### src/rtl/tx_share_arbiter.sv
// -----------------------------------------------------------------------------
// tx_share_arbiter
//
// Shares one serial byte transmitter among NREQ byte producers. A round-robin
// arbiter picks a requester while the FSM is idle and the link is ready. The
// FSM then runs the transmitter handshake: load strobe, send strobe, then a
// wait for tx_end. A watchdog aborts a transfer whose tx_end never arrives.
// All outputs are registered.
//
// Optional feature macro: FIXED_PRI0_EN
//   defined   : requester 0 always wins when requesting; the others share
//               round-robin, and rr_ptr is left alone after a requester-0
//               transfer.
//   undefined : pure round-robin.
//
// Ports
//   clock         in   rising-edge clock
//   reset_n       in   asynchronous reset, active low
//   req           in   [NREQ]   per-requester request level, held until gnt
//   data_in       in   [NREQ*DATA_W] requester i byte at [i*DATA_W +: DATA_W]
//   gnt           out  [NREQ]   one-hot 1-cycle grant; byte captured that cycle
//   done          out  [NREQ]   one-hot 1-cycle completion pulse
//   err           out  [NREQ]   one-hot 1-cycle timeout pulse
//   dsr           in   link ready; new grants only while high
//   tx_load       out  1-cycle load strobe to transmitter
//   tx_data       out  [DATA_W] byte to transmitter, held until next grant
//   tx_send       out  1-cycle send strobe
//   tx_end        in   transmitter frame-complete pulse
//   busy          out  high whenever the FSM is not idle
//   timeout_flag  out  sticky timeout indicator, cleared only by reset
//
// Handshake: a requester holds req until it sees its gnt pulse; the byte on
// its data_in lane is captured in the cycle the grant is issued, so the lane
// may change from the cycle after gnt onward.
// -----------------------------------------------------------------------------
module tx_share_arbiter #(
    parameter int NREQ    = 4,
    parameter int DATA_W  = 8,
    parameter int TIMEOUT = 2047
) (
    input  logic                     clock,
    input  logic                     reset_n,
    input  logic [NREQ-1:0]          req,
    input  logic [NREQ*DATA_W-1:0]   data_in,
    output logic [NREQ-1:0]          gnt,
    output logic [NREQ-1:0]          done,
    output logic [NREQ-1:0]          err,
    input  logic                     dsr,
    output logic                     tx_load,
    output logic [DATA_W-1:0]        tx_data,
    output logic                     tx_send,
    input  logic                     tx_end,
    output logic                     busy,
    output logic                     timeout_flag
);

    localparam int PTR_W = $clog2(NREQ);
    localparam int SW    = PTR_W + 1;          // wide enough for rr_ptr + i
    localparam int CNT_W = $clog2(TIMEOUT + 1);

    typedef enum logic [1:0] {
        IDLE     = 2'd0,
        LOAD     = 2'd1,
        SEND     = 2'd2,
        WAIT_END = 2'd3
    } state_t;

    state_t             state, state_nxt;
    logic [PTR_W-1:0]   rr_ptr, rr_nxt;
    logic [PTR_W-1:0]   owner, owner_nxt;
    logic [CNT_W-1:0]   cnt, cnt_nxt;
    logic [NREQ-1:0]    gnt_nxt, done_nxt, err_nxt;
    logic               load_nxt, send_nxt, busy_nxt, tflag_nxt;
    logic [DATA_W-1:0]  data_nxt;

    // Arbitration results
    logic [NREQ-1:0]    req_rr;
    logic               win_found;
    logic [PTR_W-1:0]   win_idx;
    logic [SW-1:0]      sum;
    logic [PTR_W-1:0]   owner_inc;
    logic [PTR_W-1:0]   rr_after;

    // Round-robin search: first set request at or above rr_ptr, with wrap.
    always_comb begin
        req_rr = req;
`ifdef FIXED_PRI0_EN
        // Requester 0 is handled by the fixed-priority override below.
        req_rr[0] = 1'b0;
`endif
        win_found = 1'b0;
        win_idx   = '0;
        sum       = '0;
        for (int i = 0; i < NREQ; i++) begin
            sum = {1'b0, rr_ptr} + SW'(i);
            if (sum >= SW'(NREQ)) begin
                sum = sum - SW'(NREQ);
            end
            if (!win_found && req_rr[sum[PTR_W-1:0]]) begin
                win_found = 1'b1;
                win_idx   = sum[PTR_W-1:0];
            end
        end
`ifdef FIXED_PRI0_EN
        if (req[0]) begin
            win_found = 1'b1;
            win_idx   = '0;
        end
`endif
    end

    // Pointer value after the current owner finishes (done or timeout).
    always_comb begin
        owner_inc = (owner == PTR_W'(NREQ - 1)) ? '0 : owner + 1'b1;
`ifdef FIXED_PRI0_EN
        rr_after  = (owner == '0) ? rr_ptr : owner_inc;
`else
        rr_after  = owner_inc;
`endif
    end

    // Next-state and registered-output logic.
    always_comb begin
        state_nxt = state;
        rr_nxt    = rr_ptr;
        owner_nxt = owner;
        cnt_nxt   = cnt;
        gnt_nxt   = '0;
        done_nxt  = '0;
        err_nxt   = '0;
        load_nxt  = 1'b0;
        send_nxt  = 1'b0;
        data_nxt  = tx_data;
        tflag_nxt = timeout_flag;

        case (state)
            IDLE: begin
                if (dsr && win_found) begin
                    gnt_nxt[win_idx] = 1'b1;
                    data_nxt         = data_in[win_idx*DATA_W +: DATA_W];
                    load_nxt         = 1'b1;
                    owner_nxt        = win_idx;
                    state_nxt        = LOAD;
                end
            end
            LOAD: begin
                send_nxt  = 1'b1;
                state_nxt = SEND;
            end
            SEND: begin
                cnt_nxt   = '0;
                state_nxt = WAIT_END;
            end
            WAIT_END: begin
                // tx_end takes precedence over a coinciding timeout.
                if (tx_end) begin
                    done_nxt[owner] = 1'b1;
                    rr_nxt          = rr_after;
                    state_nxt       = IDLE;
                end else if (cnt == CNT_W'(TIMEOUT)) begin
                    err_nxt[owner]  = 1'b1;
                    tflag_nxt       = 1'b1;
                    rr_nxt          = rr_after;
                    state_nxt       = IDLE;
                end else begin
                    // Exits at TIMEOUT, so the counter can never wrap.
                    cnt_nxt = cnt + 1'b1;
                end
            end
            default: begin
                state_nxt = IDLE;
            end
        endcase

        busy_nxt = (state_nxt != IDLE);
    end

    always_ff @(posedge clock or negedge reset_n) begin
        if (!reset_n) begin
            state        <= IDLE;
            rr_ptr       <= '0;
            owner        <= '0;
            cnt          <= '0;
            gnt          <= '0;
            done         <= '0;
            err          <= '0;
            tx_load      <= 1'b0;
            tx_send      <= 1'b0;
            tx_data      <= '0;
            busy         <= 1'b0;
            timeout_flag <= 1'b0;
        end else begin
            state        <= state_nxt;
            rr_ptr       <= rr_nxt;
            owner        <= owner_nxt;
            cnt          <= cnt_nxt;
            gnt          <= gnt_nxt;
            done         <= done_nxt;
            err          <= err_nxt;
            tx_load      <= load_nxt;
            tx_send      <= send_nxt;
            tx_data      <= data_nxt;
            busy         <= busy_nxt;
            timeout_flag <= tflag_nxt;
        end
    end

endmodule

### config.mk
export PLATFORM = sky130hd
export DESIGN_NAME = tx_share_arbiter
export DESIGN_NICKNAME = d
export VERILOG_FILES = /design/src/rtl/tx_share_arbiter.sv
export SDC_FILE = /design/constraint.sdc
export NUM_CORES = 1
export LEC_CHECK = 0
export ABC_AREA = 0
export BUFFER_PORTS_ARGS = -buffer_cell sky130_fd_sc_hd__buf_4
export CAP_MARGIN = 15
export CORE_MARGIN = 5
export CORE_UTILIZATION = 30
export CTS_CLUSTER_SIZE = 12
export DETAILED_ROUTE_END_ITERATION = 8
export SLEW_MARGIN = 10
export SYNTH_ARGS = -nofsm -noshare
export SYNTH_HDL_FRONTEND = slang
export SYNTH_SLANG_ARGS = --single-unit
export TNS_END_PERCENT = 30
### constraint.sdc
create_clock -name clock -period 2.9 [get_ports clock]
set_input_delay 0.58 -clock clock [delete_from_list [all_inputs] [get_ports clock]]
set_output_delay 0.58 -clock clock [all_outputs]
set_load 0.02 [all_outputs]
### Word level (Yosys, flattened, before mapping)

Index checks and enable logic that the tools add are counted.

* mux-type cells: 44
* equality and inequality tests: 7
* bitwise logic cells: 1
* order comparisons: 12
* shifts and indexed selects: 1
* reductions and logical operators: 17
* add/sub/neg operators: 9

Operators with widths (count)
* $shiftx A32 B6 Y8: 1
* $mux W2: 14
* $mux W4: 7
* $mux W11: 2
* $pmux W11 S2: 1
* $lt A2 B3 Y1 const B: 6
* $mux W1: 13
* $add A11 B1 Y11 const B: 1
* $eq A11 B11 Y1 const B: 1
* $ge A3 B3 Y1 const B: 3
* $bmux W1 S2: 4
* $pmux W2 S4: 1
* $sub A2 B1 Y2 const B: 4
* $add A2 B2 Y3 const B: 2
* $eq A2 B2 Y1 const B: 3
* $logic_and A1 B1 Y1: 6
* $reduce_and A3 Y1: 2
* $reduce_bool A2 Y1: 3
* $demux W1 S2: 2
* $ge A2 B1 Y1 const B: 2
* $ne A2 B2 Y1 const B: 2
* $reduce_and A2 Y1: 2
* $add A2 B1 Y3 const B: 1
* $ge A2 B3 Y1 const B: 1
* other kinds (5): 7

* register bits: 41
* bits of input ports: 40
* output and inout bits: 24

### Longest topological paths before layout

* depth in word-level cells: 20
* mapped depth: 6
* mapped depth without buffers: 6

### Worst setup path after synthesis

No wires, ideal clock.

* path kind: input-to-reg
* from: in req[0]
* to: reg state[0]
* data arrival time: 1.667 ns
* setup slack: 1.102 ns
* stages: 4
* setup time: 0.131 ns
* path through: or4_1 -> nand3_2 -> inv_2 -> or3_1

* longest elaborated chain between the ends: 15
* elaborated cells between the ends (all ways): 21
* classes of those cells: mux (14); reduce/logical (7)

RTL lines
* from (decl): line 43 `input logic [NREQ-1:0] req,`
* $bmux W1 S2: line 99 `if (!win_found && req_rr[sum[PTR_W-1:0]]) begin`
* $mux W1 (not written as such): line 99
* $mux W1: line 99
* $logic_not A1 Y1: line 99
* $logic_and A1 B1 Y1: line 99
* $mux W1: line 99
* $logic_not A1 Y1: line 99
* $logic_and A1 B1 Y1: line 99
* $mux W1: line 99
* $logic_not A1 Y1: line 99
* $logic_and A1 B1 Y1: line 99
* $mux W1 (*): line 99
* $logic_and A1 B1 Y1 (*): line 138 `if (dsr && win_found) begin`
* $mux W2 (*): line 138
* $pmux W2 S4 (*): line 136 `case (state)`
* named net state_nxt[0]: line 68 `state_t state, state_nxt;`
* to (signal assigned): line 193 `state <= state_nxt;`
* to (decl): line 68

The timed path passes the listed nets; every way through them passes the cells marked *. The select of a mux whose other input is x is not followed.
A chain may end at the register's enable or synchronous reset.

### Final worst setup path

* from: in req[0]
* to: reg tx_data[5]

* longest elaborated chain between the ends: 14
* elaborated cells between the ends (all ways): 25
* classes of those cells: shift (1); mux (16); reduce/logical (8)

RTL lines
* branches (longest 14 deep; another with $bmux W1 S2)
* to (signal assigned): line 202 `tx_data <= data_nxt;`
* to (decl): line 50 `output logic [DATA_W-1:0] tx_data,`

Parallel ways; which one is timed is not known. The select of a mux whose other input is x is not followed.

==> impl_metrics.toml <==
[sta]
period_needed_ns = 1.994
drv_slew = 0
relSlewSlack = 0.6223
holdWs_ns = 0.2512
fmax_ghz = 0.5015
fin_worst_skew_ns = 0.001440
rsz0062_at_grt = "false"
post-route-period-util = 0.6876
finalSetupViolCount = 0
hold_violations = 0
tns_ns = 0
tightest_slew_ns = 0.5665

[detailed_routing]
viasPerCell = 4.755
ant_nets = 0
vias = 1550
drt_first_pass_iters = 4
wl_um = 4632
wl_per_cell_um = 14.21
drt_iter0_drc = 52
drc = 0

[final_layout]
drive_above_1_share = 0.3213
layout_common_cells = "65 x buf_4, 41 x dfrtp_1, 19 x nand2_1, 17 x mux2i_1, 13 x nor2_1"
area_delta_synth_final_pct = 32.65
num_antenna_cells = 0
finalNetCount = 294
final_common_cell = "buf_4"

[logic_synthesis]
synth.area.mux_share = 0.09230
synth_compound_area_frac = 0.09357
synth-adder-area-share = 0.03183
yosysWarningCount = 0
synthTopCellsByArea = "dfrtp_1 52%, mux2i_1 8.7%, nand2_1 3.6%"
synth-xor-area-share = 0.03119
synth.net_count = 228
postSynthCellCount = 183
seq_area_frac_synth = 0.5220
synth-seq-cells = 41
synth_top_family_by_area = "simple AND/OR/NAND/NOR gates"
avgSynthCellArea_um2 = 10.74
synth_cell_types = 39
synth_top_cell_by_area = "dfrtp_1"
netlist_area_um2 = 1966
synth-simple-area-share = 0.2011
synth_top_area_frac = 0.5220

[floorplanning]
die_h_um = 90.95
io_pins = 64
die_area_um2 = 8271
die_x_um = 90.95
start_util = 0.3096
rows = 29
coreArea_um2 = 6350

[critical_path]
end_kind = "register"
crit_fanout = 14
worstPathArrival_ns = 2.15
crit_required_ns = 3.05
critical_path_class = "in -> reg"
startpoint_type = "input pin"

[clock_network]
clockBufferDepth = 2
cts_tree = "built"
post_cts_buffers = 0
holdBufCountCts = 0
numClockSinks = 41
worstSkewPairLatency_ns = 0.29
cts_made_buffers = 5
cts.reportedPaths.clkPinSlew_ns = 0.08
htree_levels = 2
root_buffer = "clkbuf_8"
ctsResizeCount = 0

[pwr]
leakage_nw = 1.319
ir_drop_uv = 344.4
powerDensity_nw_per_um2 = 752.7

[grt]
grt_usage = 0.1156
grt_pass1_wl_um = 7790
grt_max_degree = 42
grt_overflow = 0
grt_pass1_vias = 1600
antenna_found_initial = 0

[worst_hold_path]
worst_hold_path_type = "in -> async"

[outcome]
status = "finished, final reports clean"

[place]
place.detailed.hpwl_um = 3509
port_buffers = 63
place.gp.congestion = 0.7712

[job]
cap_violations = 0
-- metal layers --
layer	vias up	global-route usage	wire, µm
met3	4	0.03719	266
li1	782	-	-
met2	30	0.1911	2369
met5	-	0	0
met4	0	0.04034	58
met1	734	0.1419	1938
-- cells in the mapped netlist, drive strengths merged --
master	n
nand2b	6
mux2	1
nor2	13
or4	1
dfrtp	41
nand2	19
nand3	4
xor2	1
clkbuf	2
or2	2
xnor2	6
nor3b	1
and2	5
ha	5
and3b	1
nor2b	3
o21a	2
o31a	1
inv	6
buf	4
o22ai	3
a41oi	1
nor3	6
nand4	3
nor4	1
and4	1
a21o	1
a21oi	5
mux2i	17
and3	5
or3	2
o221ai	8
o21ai	6
-- sequential cells by signal, summed over array words and instances (netlist names) --
signal	cells
gnt	4
rr_ptr	2
busy	1
err	4
timeout_flag	1
tx_send	1
state	2
cnt	11
done	4
tx_data	8
owner	2
tx_load	1
-- worst max-delay path: stages --
cell	delay (ns)
buf_4	0.12
or4_1	0.54
nand3_2	0.28
inv_2	0.11
nand2b_1	0.32
o221ai_1	0.19
-- worst paths after layout --
check / cells after the start / startpoint / to / slack (ns)
worst max register to register: 5 / rr_ptr[1]$_DFFE_PN0P_ / tx_data[6]$_DFFE_PN0P_ / 1.05
worst min-delay path: 1 / reset_n / cnt[4]$_DFFE_PN0P_ / 0.25
min in group clock: 1 / timeout_flag$_DFFE_PN0P_ / timeout_flag$_DFFE_PN0P_ / 0.47
worst min register to register: 1 / timeout_flag$_DFFE_PN0P_ / timeout_flag$_DFFE_PN0P_ / 0.47
worst max-delay path: 6 / req[0] / tx_data[5]$_DFFE_PN0P_ / 0.91
max in group asynchronous: 1 / reset_n / rr_ptr[1]$_DFFE_PN0P_ / 2.29
-- kinds of logic (layout without fill, tap and decap cells) --
family,Yosys count,in the layout
compound gates,27,27
xor+xnor,7,7
fa+ha+maj,5,5
buf+inv,12,78
flops,41,41
mux,18,18
simple gates,73,73
-- report_power, final --
| group | internal, mW | switching (mW) | total, mW | leakage (nW) |
|---|---|---|---|---|
| registers | 0.702 | 0.0946 | 0.797 | 0.543 |
| clock network | 0.188 | 0.191 | 0.379 | 0.0433 |
| logic | 0.357 | 0.429 | 0.787 | 0.732 |
-- area by class of cell --
cell class,count,area (µm²)
fillers,612,3742
multi-input cells,130,884.6
clock inverters,1,7.507
well taps,77,96.34
clock buffers,6,82.58
repair buffers,65,488.0
inverters,6,22.52
flip-flops and latches,41,1026
-- per-stage QoR --
step | power, mW | cell area [µm²] | setup WS, ns | utilization | instances
finish | 1.963 | 2608 | 0.9060 | 0.4106 | 326
global route | 2.103 | 2608 | 0.7400 | 0.4106 | 326
CTS | 1.990 | 2608 | 0.9004 | 0.4106 | 326
detailed placement | 1.604 | 2517 | 0.5861 | 0.3965 | 319
global placement | 1.603 | 2517 | 0.6501 | 0.3965 | 319
floorplan | 1.312 | 1966 | 1.102 | - | 183
Note: power is estimated with default switching activity, not from simulation.
